$ cat config.mk
export PLATFORM = sky130hd
export DESIGN_NAME = bcd_to_bin_seq
export DESIGN_NICKNAME = d
export VERILOG_FILES = /design/src/rtl/hol_pkg.sv /design/src/rtl/bcd_digit_adjust.sv /design/src/rtl/bcd_to_bin_seq.sv
export SDC_FILE = /design/constraint.sdc
export NUM_CORES = 1
export LEC_CHECK = 0
export CORE_AREA = 2 2 82 64
export DETAILED_ROUTE_END_ITERATION = 7
export DIE_AREA = 0 0 84 66
export PLACE_DENSITY_LB_ADDON = 0.3
export SYNTH_ARGS = -nofsm -noshare
export SYNTH_HDL_FRONTEND = slang
export SYNTH_SLANG_ARGS = --single-unit
$ cat constraint.sdc
create_clock -name clk -period 1.2 [get_ports clk]
set_input_delay 0.24 -clock clk [delete_from_list [all_inputs] [get_ports clk]]
set_output_delay 0.24 -clock clk [all_outputs]
set_load 0.01 [all_outputs]
$ cat src/rtl/hol_pkg.sv
// Shared constants for the higher-or-lower game datapath: FSM state codes,
// BCD digit width and the game's numeric range limit.
package hol_pkg;

  localparam int BCD_DIGIT_W = 4;
  localparam int MAX_VAL     = 255;

  typedef logic [1:0] state_t;

  localparam state_t IDLE   = 2'd0;
  localparam state_t SHIFT  = 2'd1;
  localparam state_t FINISH = 2'd2;

endpackage

$ cat src/rtl/bcd_digit_adjust.sv
// One BCD digit correction step of reverse double dabble: a digit that
// reached 8 or more after the right shift gives back 3.
module bcd_digit_adjust
  import hol_pkg::*;
(
  input  logic [BCD_DIGIT_W-1:0] d_in,
  output logic [BCD_DIGIT_W-1:0] d_out
);

  // subtract 3 only from digits >= 8, so the 4-bit result never wraps
  always_comb begin
    d_out = d_in;
    if (d_in >= BCD_DIGIT_W'(8)) d_out = d_in - BCD_DIGIT_W'(3);
  end

endmodule

$ cat src/rtl/bcd_to_bin_seq.sv
// Sequential BCD-to-binary converter (reverse double dabble), one result bit
// per SHIFT cycle, with start/busy/done handshake and invalid/over_max flags.
module bcd_to_bin_seq
  import hol_pkg::*;
#(
  parameter int DIGITS  = 3,
  parameter int BIN_W   = 10,
  parameter int MAX_VAL = hol_pkg::MAX_VAL
) (
  input  logic                          clk,
  input  logic                          reset,
  input  logic                          start,
  input  logic [BCD_DIGIT_W*DIGITS-1:0] bcd_in,
  output logic                          busy,
  output logic                          done,
  output logic [BIN_W-1:0]              bin_out,
  output logic                          invalid,
  output logic                          over_max
);

  localparam int                BCD_W    = BCD_DIGIT_W * DIGITS;
  localparam int                CNT_W    = $clog2(BIN_W + 1);
  localparam logic [CNT_W-1:0]  CNT_LAST = CNT_W'(BIN_W - 1);
  localparam logic [BIN_W-1:0]  MAX_BIN  = BIN_W'(MAX_VAL);

  // the binary register must hold the largest DIGITS-digit decimal value
  if ((2 ** BIN_W) <= ((10 ** DIGITS) - 1)) begin : g_range_chk
    $error("bcd_to_bin_seq: BIN_W too small for DIGITS");
  end

  state_t             state_q, state_d;
  logic [BCD_W-1:0]   bcd_q, bcd_d;
  logic [BIN_W-1:0]   bin_q, bin_d;
  logic [CNT_W-1:0]   cnt_q, cnt_d;
  logic [BIN_W-1:0]   bin_out_q, bin_out_d;
  logic               invalid_q, invalid_d;
  logic               over_max_q, over_max_d;

  logic [BCD_W-1:0]   bcd_shr, bcd_adj;
  logic [BIN_W-1:0]   bin_shr;
  logic               in_bad;

  // one joint right shift of {bcd, bin}; the bcd LSB falls into the bin MSB
  assign bcd_shr = bcd_q >> 1;
  assign bin_shr = {bcd_q[0], bin_q[BIN_W-1:1]};

  for (genvar g = 0; g < DIGITS; g++) begin : g_adj
    bcd_digit_adjust u_adj (
      .d_in  (bcd_shr[g*BCD_DIGIT_W +: BCD_DIGIT_W]),
      .d_out (bcd_adj[g*BCD_DIGIT_W +: BCD_DIGIT_W])
    );
  end

  // flag any non-decimal digit on the incoming word
  always_comb begin
    in_bad = 1'b0;
    for (int i = 0; i < DIGITS; i++)
      if (bcd_in[i*BCD_DIGIT_W +: BCD_DIGIT_W] > BCD_DIGIT_W'(9)) in_bad = 1'b1;
  end

  // state and datapath registers, synchronous reset
  always_ff @(posedge clk) begin
    if (reset) begin
      state_q    <= IDLE;
      bcd_q      <= '0;
      bin_q      <= '0;
      cnt_q      <= '0;
      bin_out_q  <= '0;
      invalid_q  <= 1'b0;
      over_max_q <= 1'b0;
    end else begin
      state_q    <= state_d;
      bcd_q      <= bcd_d;
      bin_q      <= bin_d;
      cnt_q      <= cnt_d;
      bin_out_q  <= bin_out_d;
      invalid_q  <= invalid_d;
      over_max_q <= over_max_d;
    end
  end

  // next-state: bad digits skip straight to FINISH, otherwise BIN_W shifts
  always_comb begin
    state_d = state_q;
    case (state_q)
      IDLE:    if (start) state_d = in_bad ? FINISH : SHIFT;
      SHIFT:   if (cnt_q == CNT_LAST) state_d = FINISH;
      FINISH:  state_d = IDLE;
      default: state_d = IDLE;
    endcase
  end

  // datapath; results are loaded on entry to FINISH so they are valid with done
  always_comb begin
    bcd_d      = bcd_q;
    bin_d      = bin_q;
    cnt_d      = cnt_q;
    bin_out_d  = bin_out_q;
    invalid_d  = invalid_q;
    over_max_d = over_max_q;
    case (state_q)
      IDLE: begin
        if (start) begin
          bcd_d = bcd_in;
          bin_d = '0;
          cnt_d = '0;
          if (in_bad) begin
            invalid_d  = 1'b1;
            bin_out_d  = '0;
            over_max_d = 1'b0;
          end
        end
      end
      SHIFT: begin
        bcd_d = bcd_adj;
        bin_d = bin_shr;
        cnt_d = cnt_q + CNT_W'(1);
        if (cnt_q == CNT_LAST) begin
          bin_out_d  = bin_shr;
          invalid_d  = 1'b0;
          over_max_d = (bin_shr > MAX_BIN);
        end
      end
      default: ;
    endcase
  end

  // handshake outputs decoded from state
  always_comb begin
    busy     = (state_q != IDLE);
    done     = (state_q == FINISH);
    bin_out  = bin_out_q;
    invalid  = invalid_q;
    over_max = over_max_q;
  end

endmodule
==> key figures, run 1 <==
Placement
  • Dpl cells: 324
  • Gp weighted congestion: 0.791
  • # port buffers: 28
  • Setup WS pre-CTS: -643 ps
  • Placed Instance Area: 2480 µm²
  • Hpwl dp: 3.29 mm

Detailed routing
  • Pre-antenna DRT Iters: 4
  • DRT iter0 DRCs: 78
  • Final wirelength: approximately 5 mm
  • DR WL/cell: 14.6 µm
  • Post-DR vias/cell: 4.95
  • # DRC: 0
  • Post-DRT Antenna Nets: 0
  • Total number of vias: 1,722

Min path
  • Hold depth: 2
  • Hold_sp: bin_out[6]
  • Hold Path Class: reg2reg
  • Hold Path End: bin_out[6]

Cells and area
  • Layout area overhead: 57.5%
  • Post-route non-filler standard cell count: ~350
  • Register area: 793 µm²
  • Final Cell Area: between 2000 and 3000 µm²
  • # diodes: 0
  • Share of layout cells above drive strength 1: 38.9%
  • Final Net Count: about 310
  • Fin util: 61.1%
  • Area of the multi-input gates: 1160 µm²
  • # fillers: around 400

Synthesis
  • Top cells by count, synth: dfxtp_1, nor2_1, nand2_1
  • Most used DFF post-synth: dfxtp_1
  • Asr flop ratio synth: 0%
  • Synthesized cell area: 1850 µm²
  • Post-synth EDFFs: 0
  • Top cells by area, synth: dfxtp_1, nor2_1, mux2i_1, nand2b_1, a22oi_1
  • Top-count cell post-synth: dfxtp_1
  • Number of distinct library cells after synthesis: 39
  • Syn Inst Count: 210
  • Top cell type's share of synthesized area: 42.2%
  • Syn Area/Cell: between 8 and 9 µm²
  • FF+latch count, synth: 39
  • Post-Syn Nets: 231
  • Post-synth top area cell: dfxtp_1
  • Seq/Total Area, Yosys: 42.2%
  • Synth warn: 0

Outcome
  • Violated checks: negative setup slack
  • Status: finished with violations

STA
  • Shortest period the worst path allows: about 1400 ps
  • Final Hold Fails: 0
  • Relative slew slack: 81.5%
  • Peak Freq: 0.713 GHz
  • PnR worst setup slack: -202 ps
  • Setup violations, final: 36
  • Final Cycle Share: 117%
  • Pins Over Slew Limit: 0
  • Worst-margin pin slew: between 200 and 300 ps
  • Clk_skew: 5.98 ps
  • RSZ-0062 raised after global routing: yes

CTS
  • CTS tree: done
  • Root Buffer: clkbuf_8
  • H-tree depth: 2
  • Clk_lat worst skew: 290 ps
  • # hold bufs at CTS: 0
  • Clock buffer count from CTS: 5
  • Max Buffers Root-to-Sink: 2
  • Clock-pin slew on the worst setup and hold paths: ~80 ps
  • Clk sink count: 39

Setup path
  • WS Path Type: reg2reg
  • Crit-path max FO: 12
  • R2r setup slk: -200 ps
  • Crit-path cells: or2_4 > buf_4 > o22ai_4 > buf_12 > mux2i_2
  • Worst r2r path cells: 5
  • R2R Path Start: state_q[0]
  • Largest stage delay on the critical path: 380 ps
  • Slowest cell on crit path: dfxtp_4
  • CP Capture Type: flop
  • Worst reg2reg path endpoint: bin_out[2]
  • Setup crit start: state_q[0]
  • CP arrival: ~1600 ps
  • CP Launch Type: flop
  • WP data required: 1420 ps

Global routing
  • GRT overflow: 0
  • Largest net degree at the start of global routing: 13
  • Initial antenna violation count: 0
  • Vias in the first global route: roughly 1,600
  • First-pass GRT wire length: around 8.2 mm
  • Gr usage total: between 10% and 20%

Pwr
  • Net Sw Frac: roughly 28%
  • Worst VDD drop: 0.719 mV
  • Sequential power share: 46.8%
  • Clk network pwr share: 29.3%
  • Combinational Power Share: 23.9%
  • Pleak: 1.23 nW
  • Total power: 0.00298 W
  • Power density over the cells: 1020 nW/µm²
  • Sw Pwr: 0.000845 W
  • Power Internal: 0.00213 W

Die
  • IO Pins: 29
  • Full die area: about 5500 µm²
  • Core area: between 4000 and 5000 µm²
  • Chip height: roughly 66 µm
  • Initial Util: roughly 39%
  • Rows: 22
  • Die W: between 80 and 90 µm

Job
  • # Max-Cap Violations: 0
## registers in the layout, indices dropped and copies added (netlist names)
register  cells
bcd_q        12
bin_out      10
bin_q         9
cnt_q         4
invalid       1
over_max      1
state_q       2
## worst max path at each step
stage,depth (start not counted),end,slack (ps)
after floorplan,7,bin_out[0],-60
after global placement,6,bin_out[4],-640
after detailed placement,6,over_max,-640
after CTS,7,bin_out[2],-170
after global routing,7,bin_out[5],-240
final,5,bin_out[2],-200
## timing repair
| item | in CTS | in global routing |
|---|---|---|
| setup buffers | 13 | 4 |
| gates cloned | 1 | 0 |
| pin swaps | 17 | 14 |
| resized for setup | 66 | 17 |
| setup endpoints to repair | 50 | 41 |
## layer usage
layer,global-route usage [%],part of all wire [%],vias to the layer above
met2,28.9,45,34
met5,0,0,-
met4,7.26,1.4,0
met1,26.5,49,805
li1,-,-,877
met3,3.37,4.6,6
## cell usage in the layout, fill, tap and decap left out, types with 2 or more instances in the layout
master,n
nand2b_1,14
a21oi_1,6
or2_4,2
clkinv_2,3
nor3b_4,2
inv_1,7
nor2_1,32
a22oi_2,11
nor2_2,2
dfxtp_1,33
buf_12,3
clkdlybuf4s50_1,13
buf_4,35
xor2_1,2
buf_6,18
o21ai_0,2
clkbuf_8,5
a221oi_2,2
nor3_1,4
mux2i_1,10
o21ai_2,2
nand3b_1,3
o211ai_1,4
nand2_1,16
dfxtp_4,2
dfxtp_2,4
a21oi_2,3
o22a_1,2
ha_1,5
xnor2_1,2
dlygate4sd2_1,13
## power groups by stage
stage | Sequential, W | Clock [W] | Combinational, W
after floorplan | 0.00141 | 0 | 0.000300
after global placement | 0.00142 | 0 | 0.000537
after detailed placement | 0.00143 | 0 | 0.000543
after CTS | 0.00139 | 0.000887 | 0.000658
after global routing | 0.00140 | 0.000934 | 0.000761
final | 0.00140 | 0.000873 | 0.000711
## per-stage QoR
stage	hold WS, ps	TNS, ps
2_1_floorplan	376	-714
3_3_place_gp	458	-18390
3_5_place_dp	463	-19110
4_1_cts	473	-3510
5_1_grt	494	-6060
6_report	475	-4160
## cells by family (layout without fill, tap and decap cells)
logic type	after synthesis	in the layout	synth area share, %
buffers and inverters	21	98	5.42
DFF	39	39	42.2
AOI/OAI and AO/OA	41	41	16.0
muxes	12	12	6.57
xor gates and xnor gates	4	4	1.90
and+or+nand+nor	87	88	23.8
adders and majority gates	6	6	4.06
## cell type report
type | count | share of cell area [%]
Multi-Input combinational cell | 151 | 39.8
Sequential cell | 39 | 27.2
Timing Repair Buffer | 82 | 26.4
Tap cell | 60 | 2.58
Clock buffer | 5 | 2.36
Inverter | 8 | 1.03
Clock inverter | 3 | 0.516
## worst max-delay path: cells and delay by family, from the launching register on
family	cells	cell delay, ps
flip-flops	1	380
buffers and inverters	2	320
AO/OA/AOI/OAI	1	120
multiplexers	1	220
AND/OR/NAND/NOR	1	280
Note: power is estimated with default switching activity, not from simulation.
==> inputs of run 2 (changes only) <==
--- a/config.mk
+++ b/config.mk
@@ -6,9 +6,11 @@
 export NUM_CORES = 1
 export LEC_CHECK = 0
 export CORE_AREA = 2 2 82 64
+export CTS_BUF_LIST = sky130_fd_sc_hd__clkbuf_8
 export DETAILED_ROUTE_END_ITERATION = 7
 export DIE_AREA = 0 0 84 66
 export PLACE_DENSITY_LB_ADDON = 0.3
+export SLEW_MARGIN = 0
 export SYNTH_ARGS = -nofsm -noshare
 export SYNTH_HDL_FRONTEND = slang
 export SYNTH_SLANG_ARGS = --single-unit
==> results of run 2 <==
Final layout, timing and power as in run 1 (identical DEF).
==> inputs of run 3 (changes only) <==
--- a/config.mk
+++ b/config.mk
@@ -5,10 +5,13 @@
 export SDC_FILE = /design/constraint.sdc
 export NUM_CORES = 1
 export LEC_CHECK = 0
-export CORE_AREA = 2 2 82 64
+export ABC_AREA = 0
+export CELL_PAD_IN_SITES_DETAIL_PLACEMENT = 0
+export CELL_PAD_IN_SITES_GLOBAL_PLACEMENT = 2
+export CORE_AREA = 2 2 94 73
 export CTS_BUF_LIST = sky130_fd_sc_hd__clkbuf_8
 export DETAILED_ROUTE_END_ITERATION = 7
-export DIE_AREA = 0 0 84 66
+export DIE_AREA = 0 0 96 75
 export PLACE_DENSITY_LB_ADDON = 0.3
 export SLEW_MARGIN = 0
 export SYNTH_ARGS = -nofsm -noshare
==> run 3 against run 2 <==
  * The run still ends with negative setup slack left
  * Utilization fell by 12 points
  * Largest cell class unchanged
  * Largest power group unchanged
  * Cell area increased by 4.9%
  * Via count shrank 0.93%
  * Highest routed layer unchanged
==> key figures, run 3 (synthesis results as in run 1) <==
Die
  • Rows: 25 (+14%)
  • IO Pins: 29 (unchanged)
  • Die W: 96 µm (+14%)
  • Chip height: 75 µm (+14%)
  • Initial Util: 29.7% (-9.1 points)
  • Core area: 6220 µm² (+31%)
  • Full die area: 7200 µm² (+30%)

Detailed routing
  • DRT iter0 DRCs: 65 (-17%)
  • Final wirelength: 4.87 mm (-4.3%)
  • # DRC: 0 (unchanged)
  • Pre-antenna DRT Iters: 4 (unchanged)
  • DR WL/cell: 13.0 µm (-11%)
  • Total number of vias: 1,706 (-0.93%)
  • Post-DR vias/cell: 4.57 (-7.6%)
  • Post-DRT Antenna Nets: 0 (unchanged)

Pwr
  • Worst VDD drop: 0.562 mV (-22%)
  • Pleak: 1.28 nW (+4.3%)
  • Power density over the cells: 1070 nW/µm² (+4.9%)

CTS
  • Clk sink count: 39 (unchanged)
  • Clock-pin slew on the worst setup and hold paths: 80 ps (about the same)
  • Clock buffer count from CTS: 5 (unchanged)
  • Max Buffers Root-to-Sink: 2 (unchanged)
  • Root Buffer: clkbuf_8
  • CTS tree: done
  • H-tree depth: 2 (unchanged)
  • Clk_lat worst skew: 290 ps (about the same)
  • # hold bufs at CTS: 0 (unchanged)

Outcome
  • Status: finished with violations
  • Violated checks: negative setup slack

Setup path
  • Crit-path cells: buf_8 > and2b_4 > nand4_1 > mux2_4 > nor2_4
  • Slowest cell on crit path: dfxtp_4
  • CP arrival: 1640 ps (+20 ps)
  • WP data required: 1430 ps (about the same)
  • Crit-path max FO: 6 (-6)
  • CP Launch Type: flop
  • WS Path Type: reg2reg
  • CP Capture Type: flop
  • Largest stage delay on the critical path: 370 ps (about the same)

STA
  • Final Hold Fails: 0 (unchanged)
  • Shortest period the worst path allows: 1410 ps (+10.1 ps)
  • Pins Over Slew Limit: 0 (unchanged)
  • Final Cycle Share: 118% (+0.84 points)
  • Peak Freq: 0.708 GHz (-0.71%)
  • Setup violations, final: 36 (unchanged)
  • WHS: 473 ps (-1.86 ps)
  • PnR worst setup slack: -212 ps (-10.1 ps)
  • Worst-margin pin slew: 278 ps (+1.41 ps)
  • Relative slew slack: 81.4% (-0.11 points)
  • Fin Setup TNS: -4810 ps (-647 ps)
  • RSZ-0062 raised after global routing: yes
  • Clk_skew: 7.05 ps (+1.07 ps)

Placement
  • Placed Instance Area: 2550 µm² (+2.6%)
  • Dpl cells: 350 (+8.0%)
  • Gp weighted congestion: 0.768 (-2.9%)
  • Hpwl dp: 3.33 mm (+1.3%)
  • # port buffers: 28 (unchanged)

Min path
  • Hold Path Class: reg2reg

Cells and area
  • Layout area overhead: 65.3%
  • Post-route non-filler standard cell count: 373 (+7.2%)
  • Largest Register: bcd_q
  • Max reg flops: 12 (unchanged)
  • Share of layout cells above drive strength 1: 40.8% (+1.9 points)
  • Final Cell Area: 3050 µm² (+4.9%)
  • # diodes: 0 (unchanged)
  • Final Net Count: 312 (+1.3%)
  • Most frequent cells in the layout: dfxtp_1, buf_4, nor2_1

Job
  • # Max-Cap Violations: 0 (unchanged)

Global routing
  • Largest net degree at the start of global routing: 24 (+11)
  • Initial antenna violation count: 0 (unchanged)
  • Vias in the first global route: 1,682 (+2.1%)
  • GRT overflow: 0 (unchanged)
  • Gr usage total: 14.9% (-4.0 points)
  • First-pass GRT wire length: 8.15 mm (-0.51%)
run 3: final timing paths:
path	from	end	slack, ps	cells past startpoint
worst max register to register	state_q[1]	cnt_q[3]	-210	5
worst max-delay path	state_q[1]	cnt_q[3]	-210	5
worst min-delay path	bin_out[2]	bin_out[2]	470	2
worst min register to register	bin_out[2]	bin_out[2]	470	2
run 3: critical path: cells and delay by family (launching register included):
kind / cells / cell delay, ps
muxes: 1 / 330
buffers and inverters: 1 / 130
and+or+nand+nor: 3 / 530
DFF: 1 / 370
run 3: metrics by stage:
step	utilization, %	setup slack (ps)	power [W]
6_report	49.1	-212	0.00328
5_1_grt	49.1	-263	0.00347
4_1_cts	45.6	-200	0.00324
3_5_place_dp	40.9	-675	0.00198
2_1_floorplan	-	-62.0	0.00171
3_3_place_gp	40.9	-614	0.00199
run 3: repair_timing:
action                     4_1_cts  5_1_grt
setup endpoints to repair       52       41
pin swaps                       10       28
gates cloned                     0        1
buffers inserted                 6       10
resized for setup               57       38
run 3: area by class of cell:
type	instances	area, µm²
Fill cell	625	3170
Multi-Input combinational cell	150	1170
Timing Repair Buffer	87	842
Sequential cell	39	791
Tap cell	81	101
Clock buffer	6	82.6
Clock inverter	2	35.0
Inverter	8	30.0
run 3: power breakdown:
part	switching (W)	internal, W	total, W
registers	0.0000510	0.00134	0.00139
clock network	0.000475	0.000673	0.00115
logic	0.000317	0.000423	0.000741
total	0.000843	0.00244	0.00328
run 3: metal layers:
metal,vias to the layer above,wire length [µm],global-route usage (%)
met5,-,0,0
met4,0,37,3.33
met3,4,144,3.50
met2,18,2060,22.4
met1,801,2630,21.7
li1,883,-,-
